===== src/rtl/stopwatch_pkg.sv =====
// rtl/stopwatch_pkg.sv - shared state encoding and limits for the stopwatch controller
package stopwatch_pkg;

  typedef enum logic [1:0] {
    ST_IDLE    = 2'b00,
    ST_RUNNING = 2'b01,
    ST_PAUSED  = 2'b10,
    ST_DONE    = 2'b11
  } state_t;

  localparam int         DEFAULT_TICK_DIV = 10;
  localparam logic [5:0] SEC_MAX          = 6'd59;

endpackage


===== src/rtl/btn_edge.sv =====
// rtl/btn_edge.sv - rising-edge detector for one button level
module btn_edge (
  input  logic clk,
  input  logic rst,
  input  logic btn,
  output logic rise
);

  logic r_prev;

  // History resets high so a button held through reset yields no event.
  always_ff @(posedge clk) begin
    if (rst) begin
      r_prev <= 1'b1;
    end else begin
      r_prev <= btn;
    end
  end

  assign rise = btn & ~r_prev;

endmodule


===== src/rtl/stopwatch_ctrl.sv =====
// rtl/stopwatch_ctrl.sv - stopwatch FSM, tick prescaler and lap capture registers
module stopwatch_ctrl
  import stopwatch_pkg::*;
#(
  parameter int TICK_DIV = DEFAULT_TICK_DIV,
  parameter int MAX_MIN  = 99
) (
  input  logic       clk,
  input  logic       rst,
  input  logic       start,
  input  logic       stop,
  input  logic       lap,
  input  logic       clear,
  input  logic [5:0] seconds,
  input  logic [6:0] minutes,
  output logic       cnt_en,
  output logic       cnt_clr,
  output logic [1:0] state,
  output logic       lap_valid,
  output logic [5:0] lap_sec,
  output logic [6:0] lap_min,
  output logic       done
);

  localparam logic [23:0] TICK_LAST = 24'(TICK_DIV - 1);
  localparam logic [6:0]  MIN_LAST  = 7'(MAX_MIN);

  logic w_start_ev, w_stop_ev, w_lap_ev, w_clear_ev;

  btn_edge u_start_edge (.clk(clk), .rst(rst), .btn(start), .rise(w_start_ev));
  btn_edge u_stop_edge  (.clk(clk), .rst(rst), .btn(stop),  .rise(w_stop_ev));
  btn_edge u_lap_edge   (.clk(clk), .rst(rst), .btn(lap),   .rise(w_lap_ev));
  btn_edge u_clear_edge (.clk(clk), .rst(rst), .btn(clear), .rise(w_clear_ev));

  state_t      r_state, w_state_nxt;
  logic [23:0] r_presc, w_presc_nxt;
  logic        r_cnt_en, w_cnt_en_nxt;
  logic        r_cnt_clr, w_cnt_clr_nxt;
  logic        r_lap_valid, w_lap_valid_nxt;
  logic [5:0]  r_lap_sec, w_lap_sec_nxt;
  logic [6:0]  r_lap_min, w_lap_min_nxt;

  logic w_tick, w_sat;

  assign w_tick = (r_presc == TICK_LAST);
  assign w_sat  = (seconds == SEC_MAX) && (minutes == MIN_LAST);

  // Event priority is the order of this if/else chain: clear, stop, start, then lap/count.
  always_comb begin
    w_state_nxt     = r_state;
    w_presc_nxt     = r_presc;
    w_cnt_en_nxt    = 1'b0;
    w_cnt_clr_nxt   = 1'b0;
    w_lap_valid_nxt = r_lap_valid;
    w_lap_sec_nxt   = r_lap_sec;
    w_lap_min_nxt   = r_lap_min;
    if (w_clear_ev) begin
      w_state_nxt     = ST_IDLE;
      w_presc_nxt     = 24'd0;
      w_cnt_clr_nxt   = 1'b1;
      w_lap_valid_nxt = 1'b0;
      w_lap_sec_nxt   = 6'd0;
      w_lap_min_nxt   = 7'd0;
    end else if (w_stop_ev && (r_state == ST_RUNNING)) begin
      w_state_nxt = ST_PAUSED;
    end else if (w_start_ev && ((r_state == ST_IDLE) || (r_state == ST_PAUSED))) begin
      w_state_nxt = ST_RUNNING;
      if (r_state == ST_IDLE) begin
        w_presc_nxt = 24'd0;
      end
    end else if (r_state == ST_RUNNING) begin
      if (w_lap_ev) begin
        w_lap_valid_nxt = 1'b1;
        w_lap_sec_nxt   = seconds;
        w_lap_min_nxt   = minutes;
      end
      if (w_tick) begin
        w_presc_nxt = 24'd0;
        // At MAX_MIN:59 the tick becomes the transition to DONE instead of an increment.
        if (w_sat) begin
          w_state_nxt = ST_DONE;
        end else begin
          w_cnt_en_nxt = 1'b1;
        end
      end else begin
        w_presc_nxt = r_presc + 24'd1;
      end
    end
  end

  always_ff @(posedge clk) begin
    if (rst) begin
      r_state     <= ST_IDLE;
      r_presc     <= 24'd0;
      r_cnt_en    <= 1'b0;
      r_cnt_clr   <= 1'b0;
      r_lap_valid <= 1'b0;
      r_lap_sec   <= 6'd0;
      r_lap_min   <= 7'd0;
    end else begin
      r_state     <= w_state_nxt;
      r_presc     <= w_presc_nxt;
      r_cnt_en    <= w_cnt_en_nxt;
      r_cnt_clr   <= w_cnt_clr_nxt;
      r_lap_valid <= w_lap_valid_nxt;
      r_lap_sec   <= w_lap_sec_nxt;
      r_lap_min   <= w_lap_min_nxt;
    end
  end

  assign cnt_en    = r_cnt_en;
  assign cnt_clr   = r_cnt_clr;
  assign state     = r_state;
  assign lap_valid = r_lap_valid;
  assign lap_sec   = r_lap_sec;
  assign lap_min   = r_lap_min;
  assign done      = (r_state == ST_DONE);

endmodule


===== config.mk =====
export PLATFORM = sky130hd
export DESIGN_NAME = stopwatch_ctrl
export DESIGN_NICKNAME = d
export VERILOG_FILES = /design/src/rtl/stopwatch_pkg.sv /design/src/rtl/btn_edge.sv /design/src/rtl/stopwatch_ctrl.sv
export SDC_FILE = /design/constraint.sdc
export NUM_CORES = 1
export LEC_CHECK = 0
export ABC_AREA = 1
export BUFFER_PORTS_ARGS = -buffer_cell sky130_fd_sc_hd__buf_4
export CELL_PAD_IN_SITES_DETAIL_PLACEMENT = 1
export CELL_PAD_IN_SITES_GLOBAL_PLACEMENT = 1
export CORE_MARGIN = 2
export CORE_UTILIZATION = 43
export DETAILED_ROUTE_END_ITERATION = 10
export HOLD_SLACK_MARGIN = 0.03
export PLACE_DENSITY = 0.81
export SLEW_MARGIN = 25
export SYNTH_ARGS = -nofsm -noshare
export SYNTH_HDL_FRONTEND = slang
export SYNTH_HIERARCHICAL = 1
export SYNTH_SLANG_ARGS = --single-unit

===== constraint.sdc =====
create_clock -name clk -period 2.25 [get_ports clk]
set_input_delay 0.225 -clock clk [delete_from_list [all_inputs] [get_ports clk]]
set_output_delay 0.225 -clock clk [all_outputs]
set_load 0.02 [all_outputs]

==> reports/results.ini <==
[run_status]
outcome = finished clean

[flow_run]
cap_violations = 0

[min_path]
hold_path_class = input port to register
min_to = u_clear_edge/r_prev
hold_start = clear
worstHoldPathCells = 3

[timing]
max-slew-margin-rel_pct = 68.1
tns_ns = 0
max_freq_mhz = 618
skew_ns = 0.00563
setup_viol = 0
tightest_slew_ns = 0.477
hold_viol_final = 0
drv_slew = 0
fin_crit_sh_pct = 71.9
whs_ns = 0.119
period_needed_ns = 1.62
rsz0062_at_grt = no

[clock_tree]
clockBufferDepth = 2
cts_resized = 0
clk_latency_ns = 0.29
htree_num_levels = 2
numCtsBuffers = 5
cts_sinks = 46
clockRootBuffer = clkbuf_8
clkSlewWorstSetupHoldPaths_ns = 0.09
post_cts_buffers = 0
cts_tree = built
cts_hold_buf = 0

[placement]
place_area_um2 = 2650
port_buffers = 37
finalWeightedCongestion = 0.798
dp.cells = 437
dp_hpwl_um = 4400

[detailed_routing]
wirelength_um = 5740
drt-pass1-iter-count = 4
vias = 2189
dr.first_iter.drc_count = 52
drc = 0
viasPerCell = 4.92
avgRoutedWirePerCell_um = 12.9
ant_nets = 0

[worst_setup_path]
critPathKind = register to register
rrSetupSlack_ns = 0.63
path_cells = inv_2 -> nand2_2 -> nand2_2 -> nand2_4 -> inv_6 -> nand2_2 -> nand2_2 -> nor2_1
cp.buffers_inverters = 2
slowest_stage = nand2_2
reg2reg_depth = 8
r2r-end = r_presc[9]
slowest_delay_ns = 0.36
cp.arrival_ns = 1.79
timing.rr.start = state[0]
critical_path.startpoint_type = register
worstPathMaxFanout = 24
cp.required_ns = 2.42
critical_path.top_delay_family = simple AND/OR/NAND/NOR gates
critical_path.most_common_cell = nand2_2
cp-end-kind = register

[floorplan]
rows = 26
start_util_pct = 45.0
ios = 38
die_area_um2 = 6020
die_h_um = 77.6
die_w_um = 77.6
core_um2 = 5170

[synth]
netlist_instances = 334
ys_seq_area_share_pct = 39.5
yosysWarnings = 6
netlist_area_um2 = 2330
ys_ff_latch = 46
synthDistinctLibCells = 29
synth_nets = 355
avgSynthCellArea_um2 = 6.97

[global_routing]
antenna_found_initial = 0
grt-ovfl-total = 0
grt_use_total_pct = 20.5
grt_pass1_vias = 2251
grt_start_max_net_pins = 25
grt_pass1_wl_um = 10100

[power]
leakagePower_nw = 1.17
vdd_drop_max_mv = 0.254
p_sw_mw = 0.359
power.internal_mw = 1.20
p_comb_share_pct = 7.3
powerDensity_nw_per_um2 = 565
p_total_mw = 1.56
switching_share_pct = 23.0
seqPwrFrac_pct = 53.2
power_frac_clock_pct = 39.4

[layout]
fillers = 698
area_growth_pct = 18.6
multi_input_area_um2 = 1200
fin_nets = 395
fin_cells = 445
seq_area_um2 = 921
drive_gt1_share_pct = 20.5
fin_area_um2 = 2760
antenna-diode-count = 0

[flip-flops by register name, summed over array words and instances (netlist names)]
name	count
cnt_clr	1
cnt_en	1
r_presc	24
lap_valid	1
lap_sec	6
lap_min	7
state	2
u_clear_edge/r_prev	1
u_start_edge/r_prev	1
u_stop_edge/r_prev	1
u_lap_edge/r_prev	1
[power by group through the flow]
stage	sequential, mW	combinational, mW	clock (mW)
final	0.831	0.115	0.616
after detailed placement	0.850	0.117	0
after CTS	0.831	0.118	0.635
after global routing	0.833	0.130	0.670
after global placement	0.850	0.113	0
after floorplan	0.854	0.0716	0
[cells in the mapped netlist]
cell type | n | area (um2)
nor2_1 | 72 | 270
nand2_1 | 64 | 240
dfxtp_1 | 46 | 921
inv_1 | 36 | 135
nand3_1 | 22 | 110
o21ai_0 | 15 | 75.1
nand2_2 | 9 | 56.3
nand4_1 | 9 | 56.3
nor2_2 | 9 | 56.3
a21oi_1 | 8 | 40.0
xor2_1 | 7 | 61.3
nor3_1 | 5 | 25.0
buf_6 | 4 | 45.0
inv_2 | 4 | 15.0
nor2_4 | 4 | 45.0
xnor2_1 | 3 | 26.3
ha_1 | 2 | 25.0
nand3_2 | 2 | 20.0
o21bai_1 | 2 | 15.0
o22ai_1 | 2 | 12.5
and3_1 | 1 | 6.26
clkbuf_1 | 1 | 3.75
inv_6 | 1 | 8.76
nand2_4 | 1 | 11.3
nand3_4 | 1 | 17.5
nand3b_1 | 1 | 7.51
nor3_2 | 1 | 10.0
o21a_1 | 1 | 7.51
o21ai_1 | 1 | 5.00
[tightest hold or removal path, stage by stage]
cell and delay (ns):
buf_4 0.08, inv_1 0.04, nand2_1 0.05
[through the flow]
stage | utilization (%) | worst slack [ns]
finish | 53.4 | 0.632
global placement | 51.3 | 0.599
detailed placement | 51.3 | 0.542
global route | 53.4 | 0.417
CTS | 53.4 | 0.575
floorplan | - | 0.801
[cells in the final DEF (no fill, tap or decap), types with 2 or more instances in the layout]
cell type  instances
a21oi_1            8
buf_4             38
clkbuf_8           5
dfxtp_1           46
ha_1               2
inv_1             36
inv_2              4
nand2_1           64
nand2_2            9
nand3_1           22
nand3_2            2
nand4_1            9
nor2_1            72
nor2_2             9
nor2_4             4
nor3_1             5
o21ai_0           15
o21bai_1           2
o22ai_1            2
xnor2_1            3
xor2_1             7
[cells by family (layout without fill, tap and decap cells)]
family	Yosys count	in the layout	share of synthesized area [%]
DFF	46	46	39.5
buffers and inverters	46	87	8.92
AOI/OAI and AO/OA	29	29	6.66
adders and majority gates	2	2	1.07
xor gates and xnor gates	10	10	3.76
and+or+nand+nor	201	201	40.0
[routing by layer]
layer	wire [um]	share of wire (%)	up-vias	global-route usage [%]
li1	-	-	1127	-
met1	2510	44	1025	23.7
met2	2920	51	35	37.3
met3	277	4.8	2	5.81
met4	30	0.52	0	4.29
met5	0	0	-	0
[how the worst max path moves through the flow]
stage	startpoint	slack, ns	end	depth (start not counted)
after floorplan	state[0]	0.80	lap_valid	9
after global placement	stop	0.60	r_presc[18]	9
after detailed placement	stop	0.54	r_presc[9]	9
after CTS	state[0]	0.57	r_presc[9]	8
after global routing	state[0]	0.42	r_presc[9]	8
final	state[0]	0.63	r_presc[9]	8
[layout make-up]
class                           count  share of cell area (%)
Inverter                           41                    5.75
Sequential cell                    46                    33.3
Timing Repair Buffer               38                    10.3
Clock inverter                      2                    1.36
Tap cell                           70                    3.17
Clock buffer                        6                    2.63
Multi-Input combinational cell    242                    43.4
Power figures use the tool's default switching activity.
